==> src/rtl/logic_unit_seq_pkg.sv <==
// logic_unit_pkg: shared operation codes and FSM state type for the sliced logic unit.
//   op_t    : 2-bit operation select (AND, OR, XOR, NOR)
//   state_t : sequencer states IDLE, RUN, DONE
package logic_unit_pkg;
    typedef logic [1:0] op_t;
    localparam op_t OP_AND = 2'b00;
    localparam op_t OP_OR  = 2'b01;
    localparam op_t OP_XOR = 2'b10;
    localparam op_t OP_NOR = 2'b11;
    typedef enum logic [1:0] {IDLE, RUN, DONE} state_t;
endpackage

==> src/rtl/logic_unit_seq_slice.sv <==
// logic_slice: combinational bitwise operator applied to one SLICE-bit chunk.
//   op : operation select (logic_unit_pkg::op_t)
//   a  : operand A slice
//   b  : operand B slice
//   y  : result slice
module logic_slice
    import logic_unit_pkg::*;
#(
    parameter int SLICE = 8
) (
    input  logic [1:0]       op,
    input  logic [SLICE-1:0] a,
    input  logic [SLICE-1:0] b,
    output logic [SLICE-1:0] y
);
    always_comb begin
        y = (op_t'(op) == OP_AND) ? (a & b) :
            (op_t'(op) == OP_OR)  ? (a | b) :
            (op_t'(op) == OP_XOR) ? (a ^ b) : ~(a | b);
    end
endmodule

==> src/rtl/logic_unit_seq.sv <==
// logic_unit_seq: multi-cycle bitwise logic unit, one SLICE-bit chunk per clock, LSB first.
//   clk, rst_n   : rising-edge clock, asynchronous active-low reset
//   start        : request pulse, accepted only in IDLE or DONE
//   op, a, b     : operation and operands, latched on accept
//   busy         : high while slices are being processed
//   done         : one-cycle pulse; res valid from done until next accept
//   res          : result register
//   zero         : res == 0, valid with done (only when LOGIC_ZERO_FLAG_EN is defined)
module logic_unit_seq
    import logic_unit_pkg::*;
#(
    parameter int WIDTH = 32,
    parameter int SLICE = 8
) (
    input  logic             clk,
    input  logic             rst_n,
    input  logic             start,
    input  logic [1:0]       op,
    input  logic [WIDTH-1:0] a,
    input  logic [WIDTH-1:0] b,
    output logic             busy,
    output logic             done,
    output logic [WIDTH-1:0] res
`ifdef LOGIC_ZERO_FLAG_EN
    ,
    output logic             zero
`endif
);
    localparam int N  = WIDTH / SLICE;
    localparam int IW = (N > 1) ? $clog2(N) : 1;

    state_t           r_state;
    state_t           w_next;
    logic [IW-1:0]    r_idx;
    logic [WIDTH-1:0] r_a;
    logic [WIDTH-1:0] r_b;
    op_t              r_op;
    logic [SLICE-1:0] w_a_sl;
    logic [SLICE-1:0] w_b_sl;
    logic [SLICE-1:0] w_y;
    logic             w_accept;
    logic             w_last;

    assign w_accept = start && (r_state != RUN);
    assign w_last   = (r_idx == IW'(N - 1));
    assign w_a_sl   = r_a[r_idx*SLICE +: SLICE];
    assign w_b_sl   = r_b[r_idx*SLICE +: SLICE];
    assign busy     = (r_state == RUN);
    assign done     = (r_state == DONE);

    logic_slice #(.SLICE(SLICE)) u_slice (
        .op (r_op),
        .a  (w_a_sl),
        .b  (w_b_sl),
        .y  (w_y)
    );

    // IDLE and DONE behave identically: start launches a run, otherwise rest in IDLE
    always_comb begin
        w_next = r_state;
        w_next = (r_state == RUN) ? (w_last ? DONE : RUN) : (start ? RUN : IDLE);
    end

    always_ff @(posedge clk or negedge rst_n) begin
        if (!rst_n) begin
            r_state <= IDLE;
            r_idx   <= '0;
            r_a     <= '0;
            r_b     <= '0;
            r_op    <= OP_AND;
            res     <= '0;
        end else begin
            r_state <= w_next;
            if (w_accept) begin
                r_a   <= a;
                r_b   <= b;
                r_op  <= op_t'(op);
                res   <= '0;
                r_idx <= '0;
            end else if (r_state == RUN) begin
                res[r_idx*SLICE +: SLICE] <= w_y;
                r_idx                     <= w_last ? '0 : r_idx + 1'b1;
            end
        end
    end

`ifdef LOGIC_ZERO_FLAG_EN
    logic r_nz;

    // the final slice is folded in directly so zero lands on the same edge as done
    always_ff @(posedge clk or negedge rst_n) begin
        if (!rst_n) begin
            r_nz <= 1'b0;
            zero <= 1'b0;
        end else if (w_accept) begin
            r_nz <= 1'b0;
            zero <= 1'b0;
        end else if (r_state == RUN) begin
            r_nz <= r_nz | (|w_y);
            if (w_last)
                zero <= ~(r_nz | (|w_y));
        end
    end
`endif
endmodule

==> config.mk <==
export PLATFORM = sky130hd
export DESIGN_NAME = logic_unit_seq
export DESIGN_NICKNAME = d
export VERILOG_FILES = /design/src/rtl/logic_unit_seq_pkg.sv /design/src/rtl/logic_unit_seq_slice.sv /design/src/rtl/logic_unit_seq.sv
export SDC_FILE = /design/constraint.sdc
export NUM_CORES = 1
export LEC_CHECK = 0
export ABC_CLOCK_PERIOD_IN_PS = 2230
export BUFFER_PORTS_ARGS = -buffer_cell sky130_fd_sc_hd__buf_4
export CAP_MARGIN = 20
export CORE_MARGIN = 10
export CORE_UTILIZATION = 49
export DETAILED_ROUTE_END_ITERATION = 16
export PLACE_DENSITY_LB_ADDON = 0.1
export SYNTH_ARGS = -nofsm -noshare
export SYNTH_HDL_FRONTEND = slang
export SYNTH_SLANG_ARGS = --single-unit
==> constraint.sdc <==
create_clock -name clk -period 2.23 [get_ports clk]
set_clock_uncertainty 0.1 [all_clocks]
set_input_delay 0.3345 -clock clk [delete_from_list [all_inputs] [get_ports clk]]
set_output_delay 0.3345 -clock clk [all_outputs]
set_load 0.005 [all_outputs]
==> metrics.cfg <==
[critical_path]
crit_required_ns = 2.39
crit_chain = buf_6 > buf_12 > mux4_2 > inv_4 > ha_4 > mux4_2 > a22o_1
rr_endpoint = res[11]
r2r_setup_slack_ns = -0.19
worst-setup-path-type = reg -> reg
r2r_start = r_idx[0]
critical_path.startpoint = r_idx[0]
crit_fanout = 8
crit_top_cell = mux4_2
cp_top_family = multiplexers
setup.worst_path.end = res[11]
end_kind = flip-flop
cp_num_buf_inv = 3
crit_path_top_delay_cell = mux4_2
start_kind = flip-flop
critical-path-max-stage-delay_ns = 0.57
worstPathArrival_ns = 2.58
worst-path-stages = 7
reg2regPathDepth = 7

[outcome]
status = finished with violations
violations = negative setup slack

[clock_network]
cts_root_buf = clkbuf_8
cts.clk_slew.worst_paths_ns = 0.10
cts_sinks = 102
cts_buffer_depth = 2
numCtsBuffers = 9
cts_tree = done
htreeDepth = 3
clock_latency_ns = 0.37

[yosys]
avgSynthCellArea_um2 = 15.5
synth_area_leader_cell = dfrtp_1
synth_compound_area_share_pct = 6.06
yosysWarningCount = 0
ys_top_cells_by_area = dfrtp_1 52%, mux4_2 11%, mux2_1 9.2%
yosys.area_share.simple_pct = 2.70
syn-num-nets = 411
yosysMostFrequentCell = dfrtp_1
syn_inst = 314
synth.cell_area_um2 = 4870
synth_fa_ha_area_share_pct = 7.19
async_flop_share_pct = 100
synth_top_area_share_pct = 52.4
yosysUniqueCellTypes = 24
synth_xor_area_share_pct = 0
synth_commonest_cells = 102 x dfrtp_1, 40 x mux2_1, 32 x a22o_1, 28 x ha_1
synth-seq-cells = 102
synth_edf_count = 0
ys_seq_area_share_pct = 52.4
synth_top_family_by_area = multiplexers
synth_mux_area_share_pct = 27.4
synth_ff_type = dfrtp_1

[grt]
grt.overflow.total = 0
grt_max_degree = 67
antenna_found_initial = 0
grt.total_usage_pct = 15.4
grt_pass1_vias = 3334
grt_pass1_wl_um = 17700

[die]
die_h_um = 120
fp.dieW_um = 120
core_um2 = 9730
core.rowCount = 36
dieArea_um2 = 14300
initial_utilization_pct = 50.1
io_pins = 103

[drt]
first_pass_iters = 4
drt-initial-drc-count = 134
wire_per_inst_um = 18.8
antenna_left = 0
drc = 0
drt-total-wl_um = 10700
viasPerCell = 5.37
via_count = 3062

[worst_hold_path]
worst_hold_path_type = in -> reg

[placed_design]
port-buffer-count = 102
dp_hpwl_um = 7980
place_area_um2 = 5890
gp_congestion = 0.784
dp.cells = 551

[timing]
fin_ws_ns = -0.186
setup_viol = 32
grt_setup_unrepaired = yes
slew-limit-headroom_pct = 42.5
period_minus_slack_ns = 2.42
fmax_ghz = 0.414
period_share_pct = 108
hold_viol = 0
slew_viol_final = 0
worst_pin_slew_ns = 0.838

[pwr]
p_leak_nw = 2.91
peakVddDrop_v = 0.000654
power_density_nw_per_um2 = 1510
total_power_mw = 9.40

[cells_and_area]
drive_gt1_share_pct = 50.3
fin_cells = 570
fill_cells = 760
nets = 529
diodes = 0
final_cell_area_um2 = 6220
area_growth_pct = 27.6

[flow_run]
drv_cap = 0

==> worst min path at each step <==
stage,startpoint,to,slack (ns),depth (start not counted)
6_report,a[18],r_a[18],0.07,2
4_1_cts,a[18],r_a[18],0.06,2
2_1_floorplan,rst_n,r_a[0],-0.06,0
3_3_place_gp,rst_n,r_state[1],0.27,1
5_1_grt,b[18],r_b[18],0.06,2
3_5_place_dp,rst_n,res[29],0.27,1
==> cell type report <==
| class | count | area, µm² | share of cell area (%) |
|---|---|---|---|
| clock buffers | 10 | 138 | 2.21 |
| multi-input cells | 171 | 2210 | 35.6 |
| clock inverters | 6 | 68.8 | 1.11 |
| flip-flops and latches | 102 | 2550 | 41.1 |
| well taps | 133 | 166 | 2.68 |
| inverters | 27 | 106 | 1.71 |
| repair buffers | 121 | 968 | 15.6 |
==> where the power goes <==
part	internal (mW)	switching, mW	total (mW)	leakage, nW
Clock	0.558	0.649	1.21	0.103
Sequential	2.71	0.541	3.25	1.27
Combinational	2.63	2.30	4.94	1.54
==> logic make-up after synthesis <==
kind of cell               Yosys count
DFF                                102
muxes                               94
buffers and inverters               41
AOI/OAI and AO/OA                   34
adders and majority gates           28
and+or+nand+nor                     15
==> worst register-to-register path, stage by stage (launching register included) <==
cell and delay, ns:
dfrtp_2 0.39, buf_6 0.10, buf_12 0.13, mux4_2 0.58
inv_4 0.11, ha_4 0.19, mux4_2 0.50, a22o_1 0.20
==> layer usage <==
layer	up-vias	global-route usage, %	part of all wire (%)
li1	1390	-	-
met1	1566	20.8	47
met2	92	23.2	46
met3	14	4.08	5.5
met4	0	5.81	1.6
met5	-	0	0
==> flip-flops by register name (all words and copies together) (netlist names) <==
register / cells
r_a: 32
r_b: 32
res: 32
r_idx: 2
r_op: 2
r_state: 2
==> per-stage QoR <==
stage | utilization, % | setup slack (ns) | hold slack (ns) | setup TNS [ns]
CTS | 63.5 | -0.186 | 0.0581 | -5.36
finish | 63.9 | -0.186 | 0.0651 | -4.51
global placement | 60.5 | -0.158 | 0.266 | -3.87
global route | 63.9 | -0.267 | 0.0626 | -7.49
detailed placement | 60.5 | -0.175 | 0.271 | -4.71
floorplan | - | -0.0690 | -0.0611 | -1.96
==> cells in the final DEF, fill, tap and decap left out, types with 4 or more instances in the layout <==
cell type	count
inv_1	10
inv_2	15
mux4_2	24
dfrtp_1	101
ha_4	8
buf_4	114
mux2_2	26
mux2_1	40
clkbuf_8	10
a22o_1	32
buf_12	4
ha_1	20
==> timing repair <==
item / in CTS / in global routing
setup buffers: 2 / 0
hold endpoints to repair: 40 / 0
pin swaps: 4 / 4
gates resized for setup: 5 / 8
cloned: 1 / 0
endpoints found under the setup margin: 32 / 32
hold buffers: 1 / 0
(Power assumes the default switching activity.)
